### config.mk
export PLATFORM = sky130hd
export DESIGN_NAME = conv_control_seq
export DESIGN_NICKNAME = d
export VERILOG_FILES = /design/src/rtl/conv_ctrl_pkg.sv /design/src/rtl/conv_tap_counter.sv /design/src/rtl/conv_control_seq.sv
export SDC_FILE = /design/constraint.sdc
export NUM_CORES = 1
export LEC_CHECK = 0
export CELL_PAD_IN_SITES_DETAIL_PLACEMENT = 1
export CELL_PAD_IN_SITES_GLOBAL_PLACEMENT = 2
export CORE_MARGIN = 2
export CORE_UTILIZATION = 22
export DETAILED_ROUTE_END_ITERATION = 8
export HOLD_SLACK_MARGIN = 0.12
export PLACE_DENSITY = 0.81
export SYNTH_ARGS = -nofsm -noshare
export SYNTH_HDL_FRONTEND = slang
export SYNTH_SLANG_ARGS = --single-unit
### constraint.sdc
create_clock -name clock -period 2 [get_ports clock]
set_clock_uncertainty 0.1 [all_clocks]
set_input_delay 0.3 -clock clock [delete_from_list [all_inputs] [get_ports clock]]
set_output_delay 0.3 -clock clock [all_outputs]
set_load 0.02 [all_outputs]
### src/rtl/conv_ctrl_pkg.sv
// Shared definitions for the convolution control unit.
// Contents: opcodes, ALU operation codes, FSM state encoding and the R-type decoder.
package conv_ctrl_pkg;

    localparam logic [6:0] OPC_RTYPE        = 7'b0110011;
    localparam logic [6:0] OPC_CONV_DEFAULT = 7'b0001011;

    localparam logic [6:0] F7_ZERO = 7'd0;
    localparam logic [6:0] F7_ALT  = 7'd32;

    localparam logic [3:0] ALU_AND  = 4'b0000;
    localparam logic [3:0] ALU_OR   = 4'b0001;
    localparam logic [3:0] ALU_ADD  = 4'b0010;
    localparam logic [3:0] ALU_SLL  = 4'b0011;
    localparam logic [3:0] ALU_SUB  = 4'b0100;
    localparam logic [3:0] ALU_SRL  = 4'b0101;
    localparam logic [3:0] ALU_MUL  = 4'b0110;
    localparam logic [3:0] ALU_XOR  = 4'b0111;
    localparam logic [3:0] ALU_SRA  = 4'b1000;
    localparam logic [3:0] ALU_CONV = 4'b1111;

    typedef enum logic [1:0] {
        IDLE     = 2'd0,
        CONV_RUN = 2'd1,
        CONV_WB  = 2'd2
    } ctrl_state_t;

    typedef struct packed {
        logic       legal;
        logic [3:0] code;
    } rtype_dec_t;

    // Index width for a counter over n items; never narrower than one bit.
    function automatic int idx_width(input int n);
        return (n > 1) ? $clog2(n) : 1;
    endfunction

    // Map funct3/funct7 of an R-type instruction to an ALU code.
    function automatic rtype_dec_t decode_rtype(input logic [2:0] funct3,
                                                input logic [6:0] funct7);
        rtype_dec_t d;
        d.legal = 1'b0;
        d.code  = ALU_AND;
        case (funct3)
            3'd0: begin
                if (funct7 == F7_ZERO) begin
                    d.legal = 1'b1;
                    d.code  = ALU_ADD;
                end else if (funct7 == F7_ALT) begin
                    d.legal = 1'b1;
                    d.code  = ALU_SUB;
                end
            end
            3'd1: if (funct7 == F7_ZERO) begin d.legal = 1'b1; d.code = ALU_SLL; end
            3'd2: if (funct7 == F7_ZERO) begin d.legal = 1'b1; d.code = ALU_MUL; end
            3'd4: if (funct7 == F7_ZERO) begin d.legal = 1'b1; d.code = ALU_XOR; end
            3'd5: begin
                if (funct7 == F7_ZERO) begin
                    d.legal = 1'b1;
                    d.code  = ALU_SRL;
                end else if (funct7 == F7_ALT) begin
                    d.legal = 1'b1;
                    d.code  = ALU_SRA;
                end
            end
            3'd6: if (funct7 == F7_ZERO) begin d.legal = 1'b1; d.code = ALU_OR;  end
            3'd7: if (funct7 == F7_ZERO) begin d.legal = 1'b1; d.code = ALU_AND; end
            default: d.legal = 1'b0;
        endcase
        return d;
    endfunction

endpackage

### src/rtl/conv_tap_counter.sv
// Two-level tap/channel counter walking KERNEL_TAPS x NUM_CH positions.
// 'last' flags the final position combinationally from the registered indices.
module conv_tap_counter
    import conv_ctrl_pkg::*;
#(
    parameter int KERNEL_TAPS = 9,
    parameter int NUM_CH      = 1
) (
    input  logic                              clock,
    input  logic                              reset,
    input  logic                              start,
    input  logic                              step,
    output logic [idx_width(KERNEL_TAPS)-1:0] tap_index,
    output logic [idx_width(NUM_CH)-1:0]      ch_index,
    output logic                              last
);

    localparam int TAP_W = idx_width(KERNEL_TAPS);
    localparam int CH_W  = idx_width(NUM_CH);

    localparam logic [TAP_W-1:0] TAP_MAX = TAP_W'(KERNEL_TAPS - 1);
    localparam logic [CH_W-1:0]  CH_MAX  = CH_W'(NUM_CH - 1);

    logic [TAP_W-1:0] tap_reg;
    logic [CH_W-1:0]  ch_reg;
    logic             tap_last;
    logic             ch_last;

    assign tap_last  = (tap_reg == TAP_MAX);
    assign ch_last   = (ch_reg == CH_MAX);
    assign last      = tap_last & ch_last;
    assign tap_index = tap_reg;
    assign ch_index  = ch_reg;

    // Restart at position 0 on start; otherwise advance taps, carrying into channels.
    always_ff @(posedge clock) begin
        if (reset || start) begin
            tap_reg <= '0;
            ch_reg  <= '0;
        end else if (step) begin
            if (tap_last) begin
                tap_reg <= '0;
                ch_reg  <= ch_last ? '0 : ch_reg + 1'b1;
            end else begin
                tap_reg <= tap_reg + 1'b1;
            end
        end
    end

endmodule

### src/rtl/conv_control_seq.sv
// Control unit for the convolution datapath: single-cycle R-type decode plus a
// counted accumulate sequence and write-back for the custom convolution opcode.
module conv_control_seq
    import conv_ctrl_pkg::*;
#(
    parameter int         KERNEL_TAPS = 9,
    parameter int         NUM_CH      = 1,
    parameter logic [6:0] CONV_OPCODE = OPC_CONV_DEFAULT
) (
    input  logic                              clock,
    input  logic                              reset,
    input  logic                              instr_valid,
    input  logic [6:0]                        opcode,
    input  logic [2:0]                        funct3,
    input  logic [6:0]                        funct7,
    output logic                              instr_ready,
    output logic [3:0]                        alu_control,
    output logic                              regwrite_control,
    output logic                              acc_clear,
    output logic                              acc_en,
    output logic [idx_width(KERNEL_TAPS)-1:0] tap_index,
    output logic [idx_width(NUM_CH)-1:0]      ch_index,
    output logic                              busy,
    output logic                              done,
    output logic                              illegal_instr
);

    ctrl_state_t state_reg;
    logic [3:0]  alu_reg;
    logic        regwrite_reg;
    logic        acc_clear_reg;
    logic        acc_en_reg;
    logic        busy_reg;
    logic        done_reg;
    logic        illegal_reg;

    logic        accept;
    logic        is_rtype;
    logic        is_conv;
    rtype_dec_t  rdec;
    logic        cnt_start;
    logic        cnt_step;
    logic        cnt_last;

    // Only IDLE accepts, and never while reset is being applied.
    assign instr_ready = (state_reg == IDLE) && !reset;
    assign accept      = instr_valid && instr_ready;

    assign is_rtype = (opcode == OPC_RTYPE);
    assign is_conv  = (opcode == CONV_OPCODE) && (funct3 == 3'd0) && (funct7 == F7_ZERO);
    assign rdec     = decode_rtype(funct3, funct7);

    // The counter restarts on a conv accept and advances on every accumulate cycle.
    assign cnt_start = accept && is_conv;
    assign cnt_step  = (state_reg == CONV_RUN);

    conv_tap_counter #(
        .KERNEL_TAPS (KERNEL_TAPS),
        .NUM_CH      (NUM_CH)
    ) u_tap_counter (
        .clock     (clock),
        .reset     (reset),
        .start     (cnt_start),
        .step      (cnt_step),
        .tap_index (tap_index),
        .ch_index  (ch_index),
        .last      (cnt_last)
    );

    // Sequencer FSM; every strobe is registered and defaults low each cycle.
    always_ff @(posedge clock) begin
        if (reset) begin
            state_reg     <= IDLE;
            alu_reg       <= ALU_AND;
            regwrite_reg  <= 1'b0;
            acc_clear_reg <= 1'b0;
            acc_en_reg    <= 1'b0;
            busy_reg      <= 1'b0;
            done_reg      <= 1'b0;
            illegal_reg   <= 1'b0;
        end else begin
            regwrite_reg  <= 1'b0;
            acc_clear_reg <= 1'b0;
            done_reg      <= 1'b0;
            illegal_reg   <= 1'b0;
            case (state_reg)
                IDLE: begin
                    acc_en_reg <= 1'b0;
                    busy_reg   <= 1'b0;
                    if (accept) begin
                        if (is_conv) begin
                            state_reg     <= CONV_RUN;
                            acc_en_reg    <= 1'b1;
                            acc_clear_reg <= 1'b1;
                            busy_reg      <= 1'b1;
                        end else if (is_rtype && rdec.legal) begin
                            alu_reg      <= rdec.code;
                            regwrite_reg <= 1'b1;
                        end else begin
                            illegal_reg <= 1'b1;
                        end
                    end
                end
                CONV_RUN: begin
                    busy_reg <= 1'b1;
                    if (cnt_last) begin
                        state_reg    <= CONV_WB;
                        acc_en_reg   <= 1'b0;
                        alu_reg      <= ALU_CONV;
                        regwrite_reg <= 1'b1;
                        done_reg     <= 1'b1;
                    end else begin
                        acc_en_reg <= 1'b1;
                    end
                end
                CONV_WB: begin
                    state_reg  <= IDLE;
                    acc_en_reg <= 1'b0;
                    busy_reg   <= 1'b0;
                end
                default: begin
                    state_reg  <= IDLE;
                    acc_en_reg <= 1'b0;
                    busy_reg   <= 1'b0;
                end
            endcase
        end
    end

    assign alu_control      = alu_reg;
    assign regwrite_control = regwrite_reg;
    assign acc_clear        = acc_clear_reg;
    assign acc_en           = acc_en_reg;
    assign busy             = busy_reg;
    assign done             = done_reg;
    assign illegal_instr    = illegal_reg;

endmodule

==> impl_metrics.toml, run 1 <==
[outcome]
run_status = "finished with violations"
violations = "setup timing"

[yosys]
ys.flop_type = "dfxtp_1"
synthesis.nets = 123
synthDistinctLibCells = 37
ys_warn_count = 0
syn_inst = 101
syn_avg_cell_area_sq_um = 9.14
synth_edf_count = 0
synth_area_sq_um = 923
synthArstFlopShare = 0
seq_area_frac_synth = 0.347
ys_ff_latch = 16

[worst_setup_path]
end_kind = "flop"
ff2ff_path_depth = 4
crit_type = "input port to flop"
critPathLaunchType = "input port"
cp.required_ps = 2080
rrSetupSlack_ps = 130
cp.arrival_ps = 2110
r2r_end = "alu_control[0]"
path_max_fanout = 4
timing.rr.start = "state_reg[1]"

[placement]
dp_hpwl_mm = 2.19
place_congestion = 0.806
port_buffers = 34
post-place-cells = 194
place_area_sq_um = 1400

[pwr]
cellLeakagePower_nw = 0.560
peakVddDrop_uv = 287
power_density_nw_per_um2 = 483

[clock_tree]
clk_latency_ps = 250
tritoncts = "yes"
numCtsBuffers = 3
cts_sinks = 16
clock-root-buffer = "clkbuf_8"
clk_pin_slew_ps = 60
cts_htree_levels = 1
hold_buffers = 0
clk_path_buf_depth = 2

[timing]
finalHoldViolCount = 0
tns_ps = -50.4
timing.fmax_mhz = 493
post-route-period-util = 1.02
setup-violations-final = 2
grt_setup_unrepaired = "yes"
slew_viol_final = 0
post-route-min-period_ps = 2030
final.setup.worst_slack_ps = -30.2

[die]
die_y_microns = 68.8
fp.dieW_microns = 68.8
core_area_sq_um = 4030
num_rows = 23
start_util = 0.229
io_pins = 36
dieArea_sq_um = 4730

[detailed_routing]
first_pass_iters = 4
wl_per_cell_microns = 13.9
wl_mm = 2.80
drtIter0Drc = 9
antenna_left = 0
drcViolationCount = 0
vias = 938
drt-vias-per-instance = 4.67

[worst_hold_path]
min-delay-start = "u_tap_counter.tap_index[3]"
worstHoldEndpoint = "u_tap_counter.tap_index[3]"
min_path_cells = 2
hp-class = "flop to flop"

[cells_and_area]
drive_above_1_share = 0.192
stdcell_area_sq_um = 1470
final_common_cell = "clkdlybuf4s50_1"
final_cells = 201
layout_common_cells = "clkdlybuf4s50_1 (29), dfxtp_1 (16), buf_4 (14)"
fin_nets = 174
diodes = 0
synthToLayoutAreaGrowth_pct = 59.5

[global_routing]
grt_max_degree = 10
antenna_found_initial = 0
grt_usage = 0.133
grt-ovfl-total = 0
grt_pass1_vias = 1044
grt_pass1_wl_mm = 4.69

[flow_run]
maxCapViolCount = 0
[metrics by stage]
stage,hold WS (ps),util,setup slack [ps],power (W)
after global placement,427,0.347,-578,0.000432
final,424,0.366,-30.2,0.000711
after floorplan,374,-,-135,0.000363
after global routing,468,0.366,-81.1,0.000751
after CTS,429,0.364,-106,0.000726
after detailed placement,424,0.347,-625,0.000434
[cells in the mapped netlist (all sizes together), types with 3 or more instances]
cell type | number | area (sq um)
nand2 | 3 | 11.3
nor3 | 9 | 56.3
or4 | 4 | 37.5
a21oi | 4 | 20.0
mux2i | 6 | 60.1
nor2 | 5 | 18.8
o21a | 4 | 30.0
inv | 6 | 22.5
o21ai | 4 | 20.0
dfxtp | 16 | 320
nor2b | 6 | 37.5
[cell type report]
type,instances,area [sq um]
Fill cell,482,2560
Multi-Input combinational cell,75,554
Timing Repair Buffer,50,458
Sequential cell,16,320
Tap cell,50,62.6
Clock buffer,4,55.1
Inverter,6,22.5
[critical path, stage by stage]
cell and delay (ps):
buf_6 90, or4_4 530, or4_4 550, nor4_4 410, mux2i_1 230
[report_power, final]
group | leakage [nW] | internal [W] | total (W) | switching (W)
sequential | 0.129 | 0.000320 | 0.000320 | 0.000000232
clock | 0.0288 | 0.000175 | 0.000287 | 0.000112
combinational | 0.403 | 0.0000608 | 0.000104 | 0.0000431
total | 0.560 | 0.000555 | 0.000711 | 0.000156
[routing by layer]
layer  vias up  global-route usage  part of all wire
met3         5              0.0260             0.079
met1       430               0.165              0.44
met4         0              0.0588             0.016
li1        472                   -                 -
met2        31               0.224              0.46
met5         -                   0                 0
[timing repair]
item,CTS,global route
cloned,0,0
pin swaps,4,3
buffers inserted,2,1
setup endpoints to repair,15,12
gates resized for setup,15,0
[cell families (layout without fill, tap and decap cells)]
| logic type | Yosys count | after routing | share of synthesized area |
|---|---|---|---|
| and+or+nand+nor | 44 | 44 | 0.341 |
| AOI/OAI and AO/OA | 22 | 22 | 0.163 |
| DFF | 16 | 16 | 0.347 |
| buffers and inverters | 10 | 60 | 0.0528 |
| muxes | 6 | 6 | 0.0650 |
| adders and majority gates | 2 | 2 | 0.0271 |
| other | 1 | 1 | 0.00406 |
[how the worst max path moves through the flow]
stage / start / end / slack (ps) / cells past startpoint
after global placement: funct7[1] / alu_control[0] / -580 / 5
after CTS: funct7[2] / alu_control[0] / -110 / 5
final: funct7[2] / alu_control[0] / -30 / 5
after detailed placement: funct7[1] / alu_control[0] / -630 / 5
after global routing: funct7[2] / alu_control[0] / -80 / 5
after floorplan: funct7[1] / alu_control[0] / -140 / 5
(Power assumes the default switching activity.)
==> inputs of run 2 (changes only) <==
--- a/config.mk
+++ b/config.mk
@@ -7,11 +7,11 @@
 export LEC_CHECK = 0
 export CELL_PAD_IN_SITES_DETAIL_PLACEMENT = 1
 export CELL_PAD_IN_SITES_GLOBAL_PLACEMENT = 2
-export CORE_MARGIN = 2
+export CORE_MARGIN = 10
 export CORE_UTILIZATION = 22
 export DETAILED_ROUTE_END_ITERATION = 8
 export HOLD_SLACK_MARGIN = 0.12
-export PLACE_DENSITY = 0.81
+export PLACE_DENSITY_LB_ADDON = 0.1
 export SYNTH_ARGS = -nofsm -noshare
 export SYNTH_HDL_FRONTEND = slang
 export SYNTH_SLANG_ARGS = --single-unit
==> impl_metrics.toml, run 2 (same netlist as run 1, synthesis figures left out) <==
[pwr]
peakVddDrop_uv = 268
power_density_nw_per_um2 = 475
cellLeakagePower_nw = 0.609

[worst_setup_path]
critPathLaunchType = "input port"
max_stage_delay_ps = 560
ff2ff_path_depth = 4
path_buf_inv = 1
timing.rr.start = "state_reg[1]"
cp.arrival_ps = 2030
cp.required_ps = 2070
rrSetupSlack_ps = 170
end_kind = "flop"
r2r_end = "alu_control[0]"
path_max_fanout = 4
crit_type = "input port to flop"
critical_path.top_delay_family = "simple AND/OR/NAND/NOR gates"
cp_slowest_cell = "or4_4"
path_cells = "clkdlybuf4s50_1, nand4bb_1, or4_4, nor4_4, mux2i_1"

[detailed_routing]
wl_mm = 3.24
drt-vias-per-instance = 4.61
drtIter0Drc = 24
wl_per_cell_microns = 16.1
antenna_left = 0
vias = 931
first_pass_iters = 4
drcViolationCount = 0

[clock_tree]
post_cts_buffers = 0
clk_pin_slew_ps = 70
numCtsBuffers = 3
clk_latency_ps = 250
tritoncts = "yes"
clock-root-buffer = "clkbuf_8"
cts_sinks = 16
clk_path_buf_depth = 2
cts_htree_levels = 1

[cells_and_area]
stdcell_area_sq_um = 1500
final_util = 0.373
drive_above_1_share = 0.211
final_common_cell = "clkdlybuf4s50_1"
layout_common_cells = "clkdlybuf4s50_1 (25), buf_4 (17), dfxtp_1 (16)"
fin_nets = 175
diodes = 0
synthToLayoutAreaGrowth_pct = 62.7

[worst_hold_path]
min_path_cells = 4
min-delay-start = "reset"
hp-class = "input port to flop"
worstHoldEndpoint = "illegal_instr"

[timing]
timing.fmax_mhz = 510
setup-violations-final = 0
post-route-period-util = 0.981
finalHoldViolCount = 0
final.setup.worst_slack_ps = 38.9
post-route-min-period_ps = 1960
slew_viol_final = 0

[die]
core_area_sq_um = 4030
fp.dieW_microns = 84.8
die_y_microns = 84.8
io_pins = 36
start_util = 0.229
num_rows = 23
dieArea_sq_um = 7190

[placement]
port_buffers = 34
place_congestion = 0.725
post-place-ws_ps = -590
dp_hpwl_mm = 2.68
place_area_sq_um = 1430

[global_routing]
grt_pass1_wl_mm = 5.51
grt-ovfl-total = 0
grt_usage = 0.0919
grt_pass1_vias = 1068
antenna_found_initial = 0
grt_max_degree = 14

[outcome]
run_status = "finished, final reports clean"

[flow_run]
maxCapViolCount = 0
==> run 2: layout make-up <==
cell class	count	area (sq um)
Timing Repair Buffer	51	468
Tap cell	50	62.6
Fill cell	477	2530
Multi-Input combinational cell	75	574
Sequential cell	16	320
Inverter	6	22.5
Clock buffer	4	55.1
==> run 2: power breakdown <==
| part | internal [W] | leakage, nW | switching (W) | total, W |
|---|---|---|---|---|
| logic | 0.0000620 | 0.451 | 0.0000468 | 0.000109 |
| registers | 0.000320 | 0.129 | 0.000000218 | 0.000320 |
| clock network | 0.000174 | 0.0288 | 0.000110 | 0.000285 |
==> run 2: repair_timing <==
item                       4_1_cts  5_1_grt
setup endpoints to repair       15        3
hold buffers                     0        0
resized for setup               12        8
pin swaps                        3        2
==> run 2: metrics by stage <==
stage          power [W]  instances  hold slack, ps  TNS (ps)
4_1_cts         0.000724        202             449         0
5_1_grt         0.000751        202             413     -43.2
6_report        0.000713        202             386         0
3_5_place_dp    0.000438        198             437     -7410
2_1_floorplan   0.000363        101             374      -570
3_3_place_gp    0.000436        198             420     -7180
==> run 2: routing by layer <==
| metal | up-vias | GRT usage | routed length (microns) |
|---|---|---|---|
| met1 | 437 | 0.105 | 1380 |
| met5 | - | 0 | 0 |
| met2 | 17 | 0.165 | 1710 |
| met3 | 2 | 0.0203 | 129 |
| li1 | 475 | - | - |
| met4 | 0 | 0.0269 | 19 |
==> run 2: how the worst max path moves through the flow <==
| stage | start | end | slack (ps) | depth (start not counted) |
|---|---|---|---|---|
| floorplan | funct7[1] | alu_control[0] | -140 | 5 |
| global placement | funct7[1] | alu_control[1] | -560 | 5 |
| detailed placement | funct7[1] | alu_control[0] | -590 | 5 |
| CTS | funct7[1] | alu_control[0] | 2 | 5 |
| global route | opcode[0] | alu_control[1] | -20 | 5 |
| finish | opcode[0] | alu_control[0] | 40 | 5 |
==> run 2: worst min-delay path, stage by stage <==
cell,delay [ps]
dlymetal6s2s_1,210
nor4b_4,80
o21ai_0,60
nor2_1,40
==> inputs of run 3 (changes only) <==
--- a/config.mk
+++ b/config.mk
@@ -9,6 +9,7 @@
 export CELL_PAD_IN_SITES_GLOBAL_PLACEMENT = 2
 export CORE_MARGIN = 10
 export CORE_UTILIZATION = 22
+export CTS_CLUSTER_DIAMETER = 30
 export DETAILED_ROUTE_END_ITERATION = 8
 export HOLD_SLACK_MARGIN = 0.12
 export PLACE_DENSITY_LB_ADDON = 0.1
==> results of run 3 <==
No change in the layout: final DEF, timing and power equal those of run 2.
